**config.mk**
```make
export PLATFORM = sky130hd
export DESIGN_NAME = fp_divider_seq
export DESIGN_NICKNAME = d
export VERILOG_FILES = /design/src/rtl/fp_divider_seq.sv
export SDC_FILE = /design/constraint.sdc
export NUM_CORES = 1
export LEC_CHECK = 0
export CORE_MARGIN = 3
export CORE_UTILIZATION = 63
export DETAILED_ROUTE_END_ITERATION = 10
export PLACE_DENSITY_LB_ADDON = 0.08
export SLEW_MARGIN = 20
export SYNTH_ARGS = -nofsm -noshare
export SYNTH_HDL_FRONTEND = slang
export SYNTH_SLANG_ARGS = --single-unit
```
**constraint.sdc**
```tcl
create_clock -name CLK -period 11.83 [get_ports CLK]
set_input_delay 1.183 -clock CLK [delete_from_list [all_inputs] [get_ports CLK]]
set_output_delay 1.183 -clock CLK [all_outputs]
set_load 0.05 [all_outputs]
```
**src/rtl/fp_divider_seq.sv**
```systemverilog
// Iterative FP32 divider (Z = X / Y): restoring division, one quotient bit per clock,
// fixed 29-cycle latency from the start edge to the done pulse for every operand class.
module fp_divider_seq (
    input  logic        CLK,
    input  logic        RST,
    input  logic        start,
    input  logic        Sx,
    input  logic        Sy,
    input  logic [7:0]  Ex,
    input  logic [7:0]  Ey,
    input  logic [22:0] Mx,
    input  logic [22:0] My,
    input  logic [1:0]  R_mode,
    output logic        busy,
    output logic        done,
    output logic        Sz,
    output logic [7:0]  Ez,
    output logic [22:0] Mz,
    output logic        invalid_flag,
    output logic        divzero_flag,
    output logic        overflow_flag,
    output logic        underflow_flag,
    output logic        inexact_flag,
    output logic        zero_flag,
    output logic [2:0]  dbg_state
);
    // start is only honoured in IDLE; busy = any non-IDLE state, done = the single DONE cycle.
    typedef enum logic [2:0] {IDLE, LOAD, DIVIDE, ROUND, DONE} state_t;
    typedef enum logic [1:0] {SP_NONE, SP_NAN, SP_INF, SP_ZERO} special_t;

    state_t             r_state, w_next;
    special_t           r_special;
    logic               r_divz;
    logic               r_sign;
    logic [1:0]         r_rmode;
    logic [7:0]         r_ex, r_ey;
    logic [22:0]        r_mx, r_my;
    logic signed [9:0]  r_eq;
    logic [25:0]        r_rem;
    logic [23:0]        r_div;
    logic [25:0]        r_q;
    logic [4:0]         r_cnt;
    logic               r_sz_o;
    logic [7:0]         r_ez_o;
    logic [22:0]        r_mz_o;
    logic [5:0]         r_flags_o;

    logic               w_x_zero, w_x_inf, w_x_nan, w_y_zero, w_y_inf, w_y_nan;
    logic               w_ge;
    logic [25:0]        w_trial;
    logic               w_norm, w_guard, w_sticky, w_inc, w_to_inf;
    logic [22:0]        w_frac;
    logic [23:0]        w_fsum;
    logic signed [9:0]  w_exp;
    logic               w_res_s;
    logic [7:0]         w_res_e;
    logic [22:0]        w_res_m;
    logic [5:0]         w_res_flags;

    assign w_x_zero = (r_ex == 8'd0);
    assign w_x_inf  = (r_ex == 8'hFF) && (r_mx == 23'd0);
    assign w_x_nan  = (r_ex == 8'hFF) && (r_mx != 23'd0);
    assign w_y_zero = (r_ey == 8'd0);
    assign w_y_inf  = (r_ey == 8'hFF) && (r_my == 23'd0);
    assign w_y_nan  = (r_ey == 8'hFF) && (r_my != 23'd0);

    assign w_ge    = (r_rem >= {2'b00, r_div});
    assign w_trial = r_rem - {2'b00, r_div};

    always_ff @(posedge CLK or negedge RST) begin
        if (!RST) r_state <= IDLE;
        else      r_state <= w_next;
    end

    always_comb begin
        w_next = r_state;
        case (r_state)
            IDLE:    if (start) w_next = LOAD;
            LOAD:    w_next = DIVIDE;
            DIVIDE:  if (r_cnt == 5'd0) w_next = ROUND;
            ROUND:   w_next = DONE;
            DONE:    w_next = IDLE;
            default: w_next = IDLE;
        endcase
    end

    // Rounding and range handling; the hidden bit is always set, so a fraction carry is a mantissa carry.
    always_comb begin
        w_norm   = r_q[25];
        w_frac   = w_norm ? r_q[24:2] : r_q[23:1];
        w_guard  = w_norm ? r_q[1] : r_q[0];
        w_sticky = (w_norm & r_q[0]) | (r_rem != 26'd0);
        case (r_rmode)
            2'b00:   w_inc = w_guard & (w_sticky | w_frac[0]);
            2'b10:   w_inc = (w_guard | w_sticky) & ~r_sign;
            2'b11:   w_inc = (w_guard | w_sticky) & r_sign;
            default: w_inc = 1'b0;
        endcase
        w_fsum   = {1'b0, w_frac} + {23'd0, w_inc};
        w_exp    = r_eq - (w_norm ? 10'sd0 : 10'sd1) + (w_fsum[23] ? 10'sd1 : 10'sd0);
        w_to_inf = (r_rmode == 2'b00) | ((r_rmode == 2'b10) & ~r_sign) | ((r_rmode == 2'b11) & r_sign);

        w_res_s     = r_sign;
        w_res_e     = w_exp[7:0];
        w_res_m     = w_fsum[22:0];
        w_res_flags = {4'b0000, w_guard | w_sticky, 1'b0};
        case (r_special)
            SP_NAN: begin
                w_res_s     = 1'b0;
                w_res_e     = 8'hFF;
                w_res_m     = 23'h400000;
                w_res_flags = 6'b100000;
            end
            SP_INF: begin
                w_res_e     = 8'hFF;
                w_res_m     = 23'd0;
                w_res_flags = {1'b0, r_divz, 4'b0000};
            end
            SP_ZERO: begin
                w_res_e     = 8'd0;
                w_res_m     = 23'd0;
                w_res_flags = 6'b000001;
            end
            default: begin
                if (w_exp >= 10'sd255) begin
                    w_res_e     = w_to_inf ? 8'hFF : 8'hFE;
                    w_res_m     = w_to_inf ? 23'd0 : 23'h7FFFFF;
                    w_res_flags = 6'b001010;
                end else if (w_exp <= 10'sd0) begin
                    w_res_e     = 8'd0;
                    w_res_m     = 23'd0;
                    w_res_flags = 6'b000111;
                end
            end
        endcase
    end

    always_ff @(posedge CLK or negedge RST) begin
        if (!RST) begin
            r_special <= SP_NONE;
            r_divz    <= 1'b0;
            r_sign    <= 1'b0;
            r_rmode   <= 2'b00;
            r_ex      <= 8'd0;
            r_ey      <= 8'd0;
            r_mx      <= 23'd0;
            r_my      <= 23'd0;
            r_eq      <= 10'sd0;
            r_rem     <= 26'd0;
            r_div     <= 24'd0;
            r_q       <= 26'd0;
            r_cnt     <= 5'd0;
            r_sz_o    <= 1'b0;
            r_ez_o    <= 8'd0;
            r_mz_o    <= 23'd0;
            r_flags_o <= 6'd0;
        end else begin
            case (r_state)
                IDLE: if (start) begin
                    r_sign  <= Sx ^ Sy;
                    r_rmode <= R_mode;
                    r_ex    <= Ex;
                    r_ey    <= Ey;
                    r_mx    <= Mx;
                    r_my    <= My;
                end
                LOAD: begin
                    r_divz <= 1'b0;
                    if (w_x_nan | w_y_nan | (w_x_zero & w_y_zero) | (w_x_inf & w_y_inf))
                        r_special <= SP_NAN;
                    else if (w_x_inf)
                        r_special <= SP_INF;
                    else if (w_y_zero) begin
                        r_special <= SP_INF;
                        r_divz    <= 1'b1;
                    end else if (w_x_zero | w_y_inf)
                        r_special <= SP_ZERO;
                    else
                        r_special <= SP_NONE;
                    r_eq  <= $signed({2'b00, r_ex}) - $signed({2'b00, r_ey}) + 10'sd127;
                    r_rem <= {3'b001, r_mx};
                    r_div <= {1'b1, r_my};
                    r_q   <= 26'd0;
                    r_cnt <= 5'd25;
                end
                DIVIDE: begin
                    r_rem <= (w_ge ? w_trial : r_rem) << 1;
                    r_q   <= {r_q[24:0], w_ge};
                    r_cnt <= r_cnt - 5'd1;
                end
                ROUND: begin
                    r_sz_o    <= w_res_s;
                    r_ez_o    <= w_res_e;
                    r_mz_o    <= w_res_m;
                    r_flags_o <= w_res_flags;
                end
                default: ;
            endcase
        end
    end

    assign busy           = (r_state != IDLE);
    assign done           = (r_state == DONE);
    assign Sz             = r_sz_o;
    assign Ez             = r_ez_o;
    assign Mz             = r_mz_o;
    assign invalid_flag   = r_flags_o[5];
    assign divzero_flag   = r_flags_o[4];
    assign overflow_flag  = r_flags_o[3];
    assign underflow_flag = r_flags_o[2];
    assign inexact_flag   = r_flags_o[1];
    assign zero_flag      = r_flags_o[0];
    assign dbg_state      = r_state;

endmodule

```
## After elaboration in Yosys (flattened, before gate mapping)

Index checks and enable logic that the tools add are counted.

| storage, ports and cells | value |
|---|---|
| bits in registers | 200 |
| input bits | 69 |
| output and inout port bits | 43 |
| logic and storage cells | 111 |

| operators by class | value |
|---|---|
| $add $sub $neg | 7 |
| order comparisons | 3 |
| equal/unequal tests | 13 |
| mux-type cells | 31 |
| bitwise logic cells | 19 |
| reduce and logical (&&, ||, !) cells | 20 |

Operators with widths:

| kind | count |
|---|---|
| 26-bit case mux with 2 select lines | 2 |
| 23-bit 2-to-1 mux | 4 |
| 23-bit zero test | 2 |
| 23-bit case mux with 2 select lines | 1 |
| 23-bit nonzero test | 2 |
| 26-bit by 24-bit greater-or-equal comparator with 1-bit output | 1 |
| 26-bit nonzero test | 1 |
| 25-bit 2-to-1 mux | 1 |
| 25-bit by 24-bit subtractor with 25-bit output | 1 |
| 23-bit by 1-bit adder with 24-bit output | 1 |
| 6-bit case mux with 3 select lines | 1 |
| 8-bit equality test, second input constant | 2 |
| 8-bit zero test | 2 |
| 8-bit 2-to-1 mux | 2 |
| 8-bit case mux with 2 select lines | 1 |
| 3-bit case mux with 4 select lines | 1 |
| 10-bit by 2-bit adder with 10-bit output | 1 |
| 9-bit by 8-bit adder with 10-bit output, second input constant | 1 |
| 10-bit by 9-bit greater-or-equal comparator with 1-bit output, second input constant | 1 |
| 10-bit by 1-bit <= comparator with 1-bit output, second input constant | 1 |
| 5-bit case mux with 2 select lines | 1 |
| 10-bit by 2-bit subtractor with 10-bit output | 1 |
| 3-bit 2-to-1 mux | 3 |
| 1-bit OR | 9 |
| other kinds (23) | 50 |

## Longest topological paths before layout

| depth | value |
|---|---|
| word-level depth | 12 |
| depth in mapped cells | 27 |
| gate-level depth less buffers | 22 |

## Worst setup path after synthesis

Ideal clock, no wire load.

| timing | value |
|---|---|
| path kind | register to register |
| start | register r_q[25] |
| end | register r_mz_o[12] (netlist: Mz[12]) |
| setup time | 148 ps |
| arrival time | 5561 ps |
| required time | 11682 ps |
| path slack | 6120 ps |
| stages on the path, launching flop included | 27 |
| path buffers | 4 |
| clock period less this slack | 5710 ps |
| path through | dfrtp_1 -> clkbuf_1 -> clkbuf_1 -> a211oi_1 -> nand4_1 -> nor2_1 -> and2_1 -> o22ai_1 -> ha_1 -> nand3_1 -> a2111oi_1 -> and2_1 -> buf_2 -> nand4_1 -> ha_1 -> inv_1 -> ha_1 -> fa_1 -> a211oi_1 -> nor2_1 -> o21ai_0 -> a32oi_1 -> or4_1 -> o41a_4 -> o31ai_4 -> buf_8 -> o311ai_2 |

| between the ends | value |
|---|---|
| longest elaborated chain between the ends | 12 |
| elaborated cells on any way between the ends | 20 |
| those cells by class | add/sub: 3; order compare: 2; mux: 8; bitwise: 7 |

Ends and longest elaborated chain:

| element | line | text |
|---|---|---|
| from (decl) | 41 | `logic [25:0] r_q;` |
| from (signal assigned) | 188 | `r_q <= {r_q[24:0], w_ge};` |
| 1-bit AND | 92 | `w_sticky = (w_norm & r_q[0]) \| (r_rem != 26'd0);` |
| 1-bit OR | 92 |  |
| 1-bit OR (on tied branches) | 95, 96, 94 |  |
| 1-bit AND (on tied branches) | 96, 94, 95 |  |
| 1-bit case mux with 3 select lines | 93 | `case (r_rmode)` |
| 23-bit by 1-bit adder with 24-bit output | 99 | `w_fsum = {1'b0, w_frac} + {23'd0, w_inc};` |
| 1-bit 2-to-1 mux | 100 | `w_exp = r_eq - (w_norm ? 10'sd0 : 10'sd1) + (w_fsum[23] ? 10'sd1 : 10'sd0);` |
| 10-bit by 2-bit adder with 10-bit output | 100 |  |
| 10-bit by 1-bit <= comparator with 1-bit output | 129 | `end else if (w_exp <= 10'sd0) begin` |
| 23-bit 2-to-1 mux | 129 |  |
| 23-bit 2-to-1 mux * | 125 | `if (w_exp >= 10'sd255) begin` |
| 23-bit case mux with 2 select lines * | 107 | `case (r_special)` |
| to (signal assigned) | 194 | `r_mz_o <= w_res_m;` |
| to (decl) | 45 | `logic [22:0] r_mz_o;` |

Every way passes the cells marked *; elsewhere a longest branch is shown, timed or not.
A chain may end at the register's enable or synchronous reset.

## Worst setup path in the final report

| timing | value |
|---|---|
| start | register r_q[25] |
| end | register r_mz_o[3] (netlist: Mz[3]) |

The elaborated chain is that of the path after synthesis.

==> results.json <==
{
  "status": "finished, final reports clean",
  "start_kind": "register",
  "cp_common_cell": "ha_1",
  "postLayoutCoreUtil": 0.748,
  "hpwl_microns": 19800,
  "numCtsBuffers": 17,
  "power_leakage_nw": 5.71,
  "grt_max_degree": 123,
  "ant_nets": 0,
  "synth_top_cell_area_share": 0.427,
  "first_global_vias": 9476,
  "required_ns": 12.11,
  "clk_root_buffer_cell": "clkbuf_16",
  "layout_commonest_cell": "dfrtp_1",
  "fill_cells": 1305,
  "die_h_microns": 142,
  "final_area_sq_um": 13500,
  "yosysWarnings": 0,
  "finalPower_mw": 4.50,
  "period_minus_slack_ns": 6.35,
  "io_pins": 112,
  "cp_top_family": "compound AO/OA/AOI/OAI gates",
  "initial_core_util": 0.648,
  "ir_worst_vdd_v": 0.000170,
  "critPathMaxStageDelay_ns": 0.74,
  "drcViolationCount": 0,
  "gr-total-overflow": 0,
  "r2r_setup_slack_ns": 5.48,
  "ctsLongestPathBuffers": 2,
  "nNetsFinal": 1439,
  "wire_per_inst_microns": 18.1,
  "cts_sinks": 200,
  "setup_slack_ns": 5.48,
  "drive_above_1_share": 0.0927,
  "core_area_sq_um": 18100,
  "diodes": 0,
  "hold_viol_final": 0,
  "clock_latency_ns": 0.44,
  "yosysSeqAreaShare": 0.427,
  "synth_edf_count": 0,
  "yosys.area.top_type": "dfrtp_1",
  "worst-path-buf-inv": 3,
  "rsz0062_at_grt": "no",
  "portBuffers": 111,
  "dpl_cell_area_sq_um": 12900,
  "areaGrowthSynthToFinish_pct": 15.5,
  "clk_pin_slew_ns": 0.08,
  "finalWeightedCongestion": 0.933,
  "synth_flop_cell": "dfrtp_1",
  "syn_area_per_cell_sq_um": 9.42,
  "syn-cell-area_sq_um": 11700,
  "wl_microns": 28100,
  "cp-end-kind": "register",
  "cts_resized": 0,
  "cts_tree": "built",
  "grt_pass1_wl_microns": 46900,
  "antenna_found_initial": 0,
  "path_cells": "buf_4, mux2_2, o31ai_1, o22ai_1, ha_1, nand3_1, a2111oi_1, and2_1, nand4_1, ha_1, inv_1, ha_1, fa_1, a211oi_1, o21ai_1, a31oi_1, o21bai_1, xor2_1, a41oi_1, buf_4, o31ai_4, o311ai_1",
  "post_drt_via_cell_ratio": 6.20,
  "grtUsageTotal": 0.285,
  "crit_fanout": 50,
  "layout_common_cells": "dfrtp_1 (200), nand2_1 (157), clkdlybuf4s50_1 (110)",
  "hold_class": "register to register",
  "fin_crit_sh": 0.537,
  "skew_ns": 0.0115,
  "cap_viol_max_count": 0,
  "pre_cts_ws_ns": 5.51,
  "fin_setup_tns_ns": 0,
  "die_x_microns": 142,
  "synth_area_leaders": "dfrtp_1 (43%), ha_1 (5.7%), mux2_2 (5.6%)",
  "setup_violations": 0,
  "rows": 49,
  "initialDrtViolationCount": 774,
  "crit_type": "register to register",
  "worst_pin_slew_ns": 1.01,
  "h-tree-depth": 4,
  "slew_headroom": 0.328,
  "hold_buffers": 0,
  "synthCells": 1243,
  "fmax_mhz": 157,
  "maxSlewViolCount": 0,
  "yosysUniqueCellTypes": 72,
  "powerDensity_nw_per_um2": 333,
  "cp.arrival_ns": 6.63,
  "ys_ff_latch": 200,
  "vias": 9645,
  "critPathSlowestCell": "o31ai_4",
  "async_flop_share": 1.00,
  "cts_setup_buffers": 0,
  "drtPass1Iterations": 5,
  "syn_nets": 1368,
  "die_area_sq_um": 20300
}
layer usage:
metal | GRT usage | vias up | share of wire
li1 | - | 4603 | -
met1 | 0.379 | 4689 | 0.44
met2 | 0.476 | 302 | 0.49
met3 | 0.0470 | 51 | 0.050
met4 | 0.101 | 0 | 0.023
met5 | 0 | - | 0
where the power goes:
group          switching [mW]  internal (mW)  total [mW]
clock network           0.289          0.321       0.611
logic                    1.60           1.05        2.65
registers               0.266          0.978        1.24
total                    2.16           2.34        4.50
state kept, by name, indices dropped and copies added, names as in the netlist:
signal,cells
r_my,23
dbg_state,3
r_eq,10
r_div,24
r_divz,1
r_sign,1
r_cnt,5
Sz,1
Mz,23
Ez,8
r_flags_o,6
r_mx,23
r_ex,8
r_ey,8
r_rmode,2
r_rem,26
r_special,2
r_q,26
synthesized netlist by cell type (18+ instances only):
cell type	n
ha_1	53
a22o_1	26
dfrtp_1	200
o21ai_0	79
xnor2_1	41
nor2_1	60
a21oi_1	87
xor2_1	26
inv_1	62
nand3_1	45
clkbuf_1	50
mux2_2	58
nand2_1	157
nor4_1	18
stage by stage:
step / std cells / hold WS [ns]
floorplan: 1243 / 0.418
global placement: 1523 / 0.440
detailed placement: 1523 / 0.446
CTS: 1555 / 0.463
global route: 1556 / 0.517
finish: 1556 / 0.464
tightest hold or removal path, stage by stage (launching register included):
cell and delay (ns):
dfrtp_1 0.33, inv_1 0.06, nand2_1 0.05
cell type report:
class / instances / area, sq um / share of cell area
multi-input combinational: 912 / 6200 / 0.458
sequential: 200 / 5000 / 0.370
timing repair buffer: 120 / 1200 / 0.0888
clock buffer: 17 / 425 / 0.0314
tap: 229 / 287 / 0.0212
inverter: 63 / 236 / 0.0175
clock inverter: 15 / 184 / 0.0136
cell families after synthesis:
family	Yosys count	synth area share
AO/OA/AOI/OAI	326	0.190
AND/OR/NAND/NOR	391	0.158
XOR/XNOR	67	0.0501
flip-flops	200	0.427
multiplexers	72	0.0677
buffers and inverters	131	0.0448
adder cells (fa/ha/maj)	56	0.0617
final timing paths:
| path | cells after the start | startpoint | endpoint |
|---|---|---|---|
| worst min-delay path | 2 | r_div[23] | r_div[23] |
| min in group asynchronous | 1 | RST | Mz[14] |
| max in group asynchronous | 3 | RST | r_ex[4] |
| worst max-delay path | 22 | r_q[25] | Mz[3] |
| worst max register to register | 22 | r_q[25] | Mz[3] |
| worst min register to register | 2 | r_div[23] | r_div[23] |
(Power assumes the default switching activity.)
